### src/rtl/usb_pkg.sv
// Shared USB constants: buffer depth, packet types and their PID encodings.
package usb_pkg;

  localparam int USB_BUF_DEPTH = 64;

  typedef enum logic [2:0] {
    OUT,
    IN,
    DATA0,
    DATA1,
    ACK,
    NAK,
    STALL
  } tx_packet_type;

  localparam logic [3:0] PID_OUT   = 4'b0001;
  localparam logic [3:0] PID_IN    = 4'b1001;
  localparam logic [3:0] PID_DATA0 = 4'b0011;
  localparam logic [3:0] PID_DATA1 = 4'b1011;
  localparam logic [3:0] PID_ACK   = 4'b0010;
  localparam logic [3:0] PID_NAK   = 4'b1010;
  localparam logic [3:0] PID_STALL = 4'b1110;

  function automatic logic [3:0] pid_of(input tx_packet_type t);
    case (t)
      OUT:     return PID_OUT;
      IN:      return PID_IN;
      DATA0:   return PID_DATA0;
      DATA1:   return PID_DATA1;
      ACK:     return PID_ACK;
      NAK:     return PID_NAK;
      default: return PID_STALL;
    endcase
  endfunction

endpackage

### src/rtl/usb_buffer_ctrl.sv
// Read/write pointers, occupancy and overflow/underflow flags for the shared
// packet FIFO. Pointers carry one extra wrap bit so full and empty differ.
module usb_buffer_ctrl
  import usb_pkg::*;
#(
  parameter int DEPTH = USB_BUF_DEPTH,
  parameter int OCC_W = $clog2(DEPTH) + 1
) (
  input  logic             clk,
  input  logic             n_rst,
  input  logic             clear_i,
  input  logic             push_i,
  input  logic             pop_i,
  output logic [OCC_W-1:0] wptr_o,
  output logic [OCC_W-1:0] rptr_o,
  output logic [OCC_W-1:0] occupancy_o,
  output logic             push_ok_o,
  output logic             overflow_o,
  output logic             underflow_o
);

  logic [OCC_W-1:0] wptr_q, wptr_d;
  logic [OCC_W-1:0] rptr_q, rptr_d;
  logic             ovf_q, ovf_d;
  logic             unf_q, unf_d;
  logic             full, empty, do_push, do_pop;

  assign occupancy_o = wptr_q - rptr_q;
  assign full        = (occupancy_o == OCC_W'(DEPTH));
  assign empty       = (occupancy_o == '0);

  // A pop frees the slot the same edge, so a full buffer still accepts a push.
  assign do_push = push_i & ~clear_i & (~full | pop_i);
  assign do_pop  = pop_i & ~clear_i & ~empty;

  always_comb begin
    // NOTE: every output of this block gets a default first, so no path can
    // leave a value unassigned and infer a latch.
    wptr_d = wptr_q;
    rptr_d = rptr_q;
    ovf_d  = 1'b0;
    unf_d  = 1'b0;
    if (clear_i) begin
      wptr_d = '0;
      rptr_d = '0;
    end else begin
      if (do_push) wptr_d = wptr_q + OCC_W'(1);
      if (do_pop)  rptr_d = rptr_q + OCC_W'(1);
      ovf_d = push_i & full & ~pop_i;
      unf_d = pop_i & empty;
    end
  end

  always_ff @(posedge clk or negedge n_rst) begin
    if (!n_rst) begin
      wptr_q <= '0;
      rptr_q <= '0;
      ovf_q  <= 1'b0;
      unf_q  <= 1'b0;
    end else begin
      wptr_q <= wptr_d;
      rptr_q <= rptr_d;
      ovf_q  <= ovf_d;
      unf_q  <= unf_d;
    end
  end

  assign wptr_o      = wptr_q;
  assign rptr_o      = rptr_q;
  assign push_ok_o   = do_push;
  assign overflow_o  = ovf_q;
  assign underflow_o = unf_q;

endmodule

### src/rtl/usb_data_buffer.sv
// Shared 64-byte first-word-fall-through packet buffer between the host side
// and the USB TX/RX engines; only one direction is active at a time.
module usb_data_buffer
  import usb_pkg::*;
#(
  parameter int DEPTH = USB_BUF_DEPTH,
  parameter int OCC_W = $clog2(DEPTH) + 1
) (
  input  logic             clk,
  input  logic             n_rst,
  input  logic             clear,
  input  logic             store_tx_data,
  input  logic [7:0]       tx_data,
  input  logic             get_tx_packet_data,
  output logic [7:0]       tx_packet_data,
  input  logic             store_rx_packet_data,
  input  logic [7:0]       rx_packet_data,
  input  logic             get_rx_data,
  output logic [7:0]       rx_data,
  output logic [OCC_W-1:0] buffer_occupancy,
  output logic             overflow,
  output logic             underflow
);

  localparam int AW = OCC_W - 1;

  logic [7:0]       mem [DEPTH];
  logic [OCC_W-1:0] wptr, rptr;
  logic             push, pop, push_ok;
  logic [7:0]       wdata, head;
  logic             unused_wrap_bits;

  assign push  = store_rx_packet_data | store_tx_data;
  assign pop   = get_tx_packet_data | get_rx_data;
  // RX engine wins when both sides push in the same cycle.
  assign wdata = store_rx_packet_data ? rx_packet_data : tx_data;

  usb_buffer_ctrl #(
    .DEPTH(DEPTH),
    .OCC_W(OCC_W)
  ) u_ctrl (
    .clk        (clk),
    .n_rst      (n_rst),
    .clear_i    (clear),
    .push_i     (push),
    .pop_i      (pop),
    .wptr_o     (wptr),
    .rptr_o     (rptr),
    .occupancy_o(buffer_occupancy),
    .push_ok_o  (push_ok),
    .overflow_o (overflow),
    .underflow_o(underflow)
  );

  // NOTE: the storage array has no reset; only the pointers define which
  // entries are valid, and an unreset array maps onto plain RAM.
  always_ff @(posedge clk) begin
    if (push_ok) mem[wptr[AW-1:0]] <= wdata;
  end

  assign head           = (buffer_occupancy == '0) ? 8'h00 : mem[rptr[AW-1:0]];
  assign tx_packet_data = head;
  assign rx_data        = head;

  assign unused_wrap_bits = wptr[AW] ^ rptr[AW];

endmodule

### config.mk
export PLATFORM = sky130hd
export DESIGN_NAME = usb_data_buffer
export DESIGN_NICKNAME = d
export VERILOG_FILES = /design/src/rtl/usb_pkg.sv /design/src/rtl/usb_buffer_ctrl.sv /design/src/rtl/usb_data_buffer.sv
export SDC_FILE = /design/constraint.sdc
export NUM_CORES = 1
export LEC_CHECK = 0
export CAP_MARGIN = 10
export CELL_PAD_IN_SITES_DETAIL_PLACEMENT = 0
export CELL_PAD_IN_SITES_GLOBAL_PLACEMENT = 1
export CORE_MARGIN = 2
export CORE_UTILIZATION = 47
export CTS_BUF_LIST = sky130_fd_sc_hd__clkbuf_2 sky130_fd_sc_hd__clkbuf_4 sky130_fd_sc_hd__clkbuf_8
export DETAILED_ROUTE_END_ITERATION = 6
export DONT_BUFFER_PORTS = 1
export GPL_TIMING_DRIVEN = 0
export PLACE_DENSITY = 0.64
export RECOVER_POWER = 50
export SLEW_MARGIN = 15
export SYNTH_ARGS = -nofsm -noshare
export SYNTH_HDL_FRONTEND = slang
export SYNTH_SLANG_ARGS = --single-unit
### constraint.sdc
create_clock -name clk -period 4.3 [get_ports clk]
set_clock_uncertainty 0.1 [all_clocks]
set_input_delay 0.86 -clock clk [delete_from_list [all_inputs] [get_ports clk]]
set_output_delay 0.86 -clock clk [all_outputs]
set_load 0.02 [all_outputs]
Word-level counts from Yosys, hierarchy flattened
Memories as Yosys holds them, arrays and structs flattened.
Index checks and enable logic that the tools add are counted.
{"block": "classes", "add_sub_neg": 3, "n_mul": 0, "div": 0, "n_lt_le_gt_ge": 0, "n_eq_ne": 1, "n_shift": 0, "mux": 10, "bitwise": 14, "reduce_logical": 3}
{"op": "$mux 7", "count": 4}
{"op": "$mux 8", "count": 2}
{"op": "$add 7x1->7 const B", "count": 2}
{"op": "$and 1x1->1", "count": 7}
{"op": "$eq 7x7->1 const B", "count": 1}
{"op": "$logic_not 7->1", "count": 1}
{"op": "$sub 7x7->7", "count": 1}
{"op": "$mux 1", "count": 4}
{"op": "$not 1->1", "count": 4}
{"op": "$reduce_bool 2->1", "count": 2}
{"op": "$or 1x1->1", "count": 3}
{"block": "word_totals", "register_bits": 16, "latch_bits": 0, "ramBits": 512, "romBits": 0, "input_bits": 23, "mem_count": 1}
{"name": "mem", "depth": 64, "word_bits": 8, "rd": 1, "rd_clocked_by_memory_dff": 0, "wr": 1, "line_no": "usb_data_buffer.sv:27", "text": "logic [7:0] mem [DEPTH];"}

Longest topological paths before layout
Gate-level depths: netlist (run 1).
{"block": "logic_depth", "word_depth": 7, "depth_mapped": 13, "depth_no_buf": 10}

Modules after synthesis
From an unflattened synthesis (run 1), not the netlist that was laid out.
{"block": "unflattened", "cells_unflattened": 1090, "area_unflattened_um2": 21414.3}
{"module": "usb_data_buffer", "n_inst": 1, "cells_per_inst": 967, "area_per_inst_um2": 20248.2, "seq_area_each_um2": 15374.7}
{"module": "usb_buffer_ctrl", "n_inst": 1, "cells_per_inst": 123, "area_per_inst_um2": 1166.1, "seq_area_each_um2": 400.4}

Worst setup path after synthesis (run 1)
OpenSTA, ideal clock, no wires.
{"block": "synth_path", "kind": "register -> output", "from": "register u_ctrl.rptr_q[3], in the netlist u_ctrl.rptr_o[3]", "to": "output port tx_packet_data[0]", "arrival_time_ns": 3.489, "setup_slack_ns": -0.149, "stages_incl_launch_ff": 14, "n_path_buf": 6, "path_cell_list": "dfrtp_1 clkbuf_1 inv_2 buf_2 buf_2 ha_1 a21oi_2 nand2_1 xnor2_1 a2111oi_2 buf_6 buf_6 nor3_1 buf_4"}
{"block": "synth_between", "elab_chain_cells": 3}
{"element": "from (decl)", "line_no": "usb_buffer_ctrl.sv:23", "text": "logic [OCC_W-1:0] rptr_q, rptr_d;"}
{"element": "from (signal assigned)", "line_no": "usb_buffer_ctrl.sv:62", "text": "rptr_q <= rptr_d;"}
{"element": "$sub 7x7->7", "line_no": "usb_buffer_ctrl.sv:28", "text": "assign occupancy_o = wptr_q - rptr_q;"}
{"element": "net buffer_occupancy[4]", "line_no": "usb_data_buffer.sv:20", "text": "output logic [OCC_W-1:0] buffer_occupancy,"}
{"element": "$logic_not 7->1", "line_no": "usb_data_buffer.sv:61", "text": "assign head = (buffer_occupancy == '0) ? 8'h00 : mem[rptr[AW-1:0]];"}
{"element": "$mux 8", "line_no": "usb_data_buffer.sv:61"}
{"element": "to (decl)", "line_no": "usb_data_buffer.sv:15", "text": "output logic [7:0] tx_packet_data,"}
The timed path passes the listed nets, and every way through them passes these cells.

Worst setup path in the final report (run 1)
{"block": "layout_path", "from": "register u_ctrl.rptr_q[1], in the netlist u_ctrl.rptr_o[1]", "to": "output port tx_packet_data[7]"}
Same word-level chain as after synthesis.

==> qor.yml, run 1 <==
drc_errors: 0
nets: 1208
die_w_um: 216.9
final.min_clock_period_ps: 4305
synth_top_area_share: 0.7219
maxCapViolCount: 8
vias_per_cell: 5.941
hold_viol: 0
synthesis.nets: 1102
leakage_nw: 7.833
cts_buffer_depth: 3
synth_seq_area_share: 0.7407
setup_ws_ps: -5.491
grt_setup_unrepaired: "true"
root_buffer: "clkbuf_8"
initial_core_util: 0.4785
clkTransAtPathRegs_ps: 70
dr.pass1.iters: 5
fin_total_pwr_mw: 13.14
yosys_warnings: 0
htree_levels: 3
ioPinCount: 48
die_area_mm2: 0.04703
crit_family: "buffers and inverters"
antenna_found_initial: 2
synth_common_cells: "512 x edfxtp_1, 135 x mux4_2, 66 x nor3_1"
synth_flop_cell: "edfxtp_1"
startpoint_type: "register"
numCtsBuffers: 86
drt_iter0_markers: 1008
worst-path-max-fanout: 9
ir_drop_uv: 392.8
core_area_mm2: 0.04451
preCtsSetupSlack_ps: -1428
synth.most_common_cell: "edfxtp_1"
num_rows: 77
worst-path-buf-inv: 7
via_count: 10900
synth_top_area_cell: "edfxtp_1"
ys_seq_elements: 528
synth_edf_count: 512
grt_pass1_vias: 11290
final_antenna_net_count: 0
postSynthCellCount: 1070
final_core_util: 0.5570
grt_max_degree: 65
failed_checks: "max-capacitance violations, max-slew violations, negative setup slack"
worstPathCellList: "buf_6, clkbuf_16, clkinv_8, fa_2, xor2_4, nor4_2, mux2i_1, buf_4, a2111oi_4, buf_6, buf_12, nor3_4, buf_6"
finalSetupTns_ps: -5.491
clock_sinks: 528
worstPathArrival_ps: 3350
antenna_cells: 0
endpoint_kind: "output port"
worstSetupPathType: "reg -> out"
netlist_area_mm2: 0.02130
max_stage_delay_ps: 400
status: "complete, but fails checks"
async_reset_ff_frac: 0.03030
area_delta_synth_final_pct: 16.41
grt_first_pass_wirelength_um: 76070
insertion_delay_ps: 640
grt.total_usage: 0.2290
portBuffers: 0
max_freq_mhz: 232.3
wirelength_um: 52390
relSlewSlack: -0.6650
worstMarginPinSlew_ps: 2498
cts_tree: "done"
hpwlAfterDp_um: 32460
holdWs_ps: 403.7
hold_path_class: "reg -> reg"
gp_congestion: 0.8768
layout_worst_path_cycle_share: 1.001
drive_gt1_frac: 0.3709
die_h_um: 216.9
crit_top_cell: "buf_6"
synthTopCellsByArea: "edfxtp_1 72%, mux4_2 14%, dfrtp_1 1.9%, nor3_1 1.6%, nand2_1 1.0%"
worstPathRequired_ps: 3340
grt.overflow.total: 0
cp_slowest_cell: "fa_2"
wl_per_cell_um: 28.55
synth_cell_type_count: 55
p_per_area_mw_per_mm2: 529.9
setup_violations: 1
syn_avg_cell_area_um2: 19.90
slew_viol_final: 520
[routing by layer]
metal | track usage | vias to the layer above | wire [um]
li1 | - | 4654 | -
met1 | 0.3238 | 5776 | 22580
met2 | 0.3581 | 393 | 24730
met3 | 0.04514 | 76 | 3576
met4 | 0.08402 | 2 | 1480
met5 | 0 | - | 18
[repair_timing]
action / in CTS / in global routing
hold endpoints to repair: 16 / 0
hold buffers: 1 / 0
pin swaps: 12 / 6
gates cloned: 1 / 0
buffers inserted: 10 / 6
gates resized for setup: 123 / 31
endpoints found under the setup margin: 545 / 10
[cells in the final DEF, fill, tap and decap left out, drive strengths merged, types with 19 or more instances in the layout]
cell,count
clkbuf,151
o21ai,26
a21oi,19
nor2,26
clkinv,26
mux4,135
buf,62
mux2i,19
edfxtp,512
nand2,57
nor3,66
[worst reg2reg max path, stage by stage, from the launching register on]
cell       delay, ps
dfrtp_1          370
buf_6            130
clkbuf_16        170
clkinv_8          90
fa_2             400
nand3_2          120
a211oi_2          80
or3_4            360
nand3_1          400
o21ai_4          240
buf_6            250
nor3_1           950
[registers in the layout, summed over array words and instances (netlist names)]
| name | flops |
|---|---|
| mem | 512 |
| u_ctrl.overflow_o | 1 |
| u_ctrl.rptr_o | 7 |
| u_ctrl.wptr_o | 7 |
| u_ctrl.underflow_o | 1 |
[power by group]
group / internal, mW / switching, mW / leakage, nW / total, mW
registers: 5.75 / 0.0361 / 4.82 / 5.78
logic: 1.24 / 1.75 / 2.11 / 2.99
clock network: 2.44 / 1.93 / 0.906 / 4.36
[stage by stage]
step | instances | instance area [um2]
floorplan | 1070 | 21300
global placement | 1662 | 22040
detailed placement | 1667 | 22330
CTS | 1830 | 24630
global route | 1835 | 24790
finish | 1835 | 24790
[kinds of logic after synthesis]
family                   synth area share
AND/OR/NAND/NOR                   0.04377
buffers and inverters             0.02027
AO/OA/AOI/OAI                     0.02955
flip-flops                         0.7407
adder cells (fa/ha/maj)          0.005640
XOR/XNOR                         0.001645
multiplexers                       0.1584
[final cells by class]
| cell class | instances | area, um2 |
|---|---|---|
| plain buffers | 69 | 584.3 |
| clock buffers | 123 | 1468 |
| clock inverters | 32 | 249.0 |
| fillers | 3464 | 19720 |
| inverters | 11 | 66.31 |
| multi-input cells | 458 | 5715 |
| flip-flops and latches | 528 | 15780 |
| well taps | 592 | 740.7 |
| repair buffers | 22 | 187.7 |
[path summary, 6_finish.rpt]
check	cells past startpoint	slack, ps	end	from
min in group asynchronous	1	680	u_ctrl.rptr_o[4]	n_rst
worst min-delay path	1	400	u_ctrl.wptr_o[6]	u_ctrl.wptr_o[6]
max in group asynchronous	1	2830	u_ctrl.rptr_o[3]	n_rst
worst min register to register	1	400	u_ctrl.wptr_o[6]	u_ctrl.wptr_o[6]
worst max-delay path	13	-5	tx_packet_data[7]	u_ctrl.rptr_o[1]
worst max register to register	11	240	mem[19][4]	u_ctrl.rptr_o[1]
No activity file was read; power rests on OpenSTA's default activity.
==> run 2, diff against run 1 <==
--- a/config.mk
+++ b/config.mk
@@ -13,6 +13,7 @@
 export CTS_BUF_LIST = sky130_fd_sc_hd__clkbuf_2 sky130_fd_sc_hd__clkbuf_4 sky130_fd_sc_hd__clkbuf_8
 export DETAILED_ROUTE_END_ITERATION = 6
 export DONT_BUFFER_PORTS = 1
+export GPL_ROUTABILITY_DRIVEN = 0
 export GPL_TIMING_DRIVEN = 0
 export PLACE_DENSITY = 0.64
 export RECOVER_POWER = 50
==> results of run 2 <==
The final DEF is identical to that of run 1; final timing and power are the same.
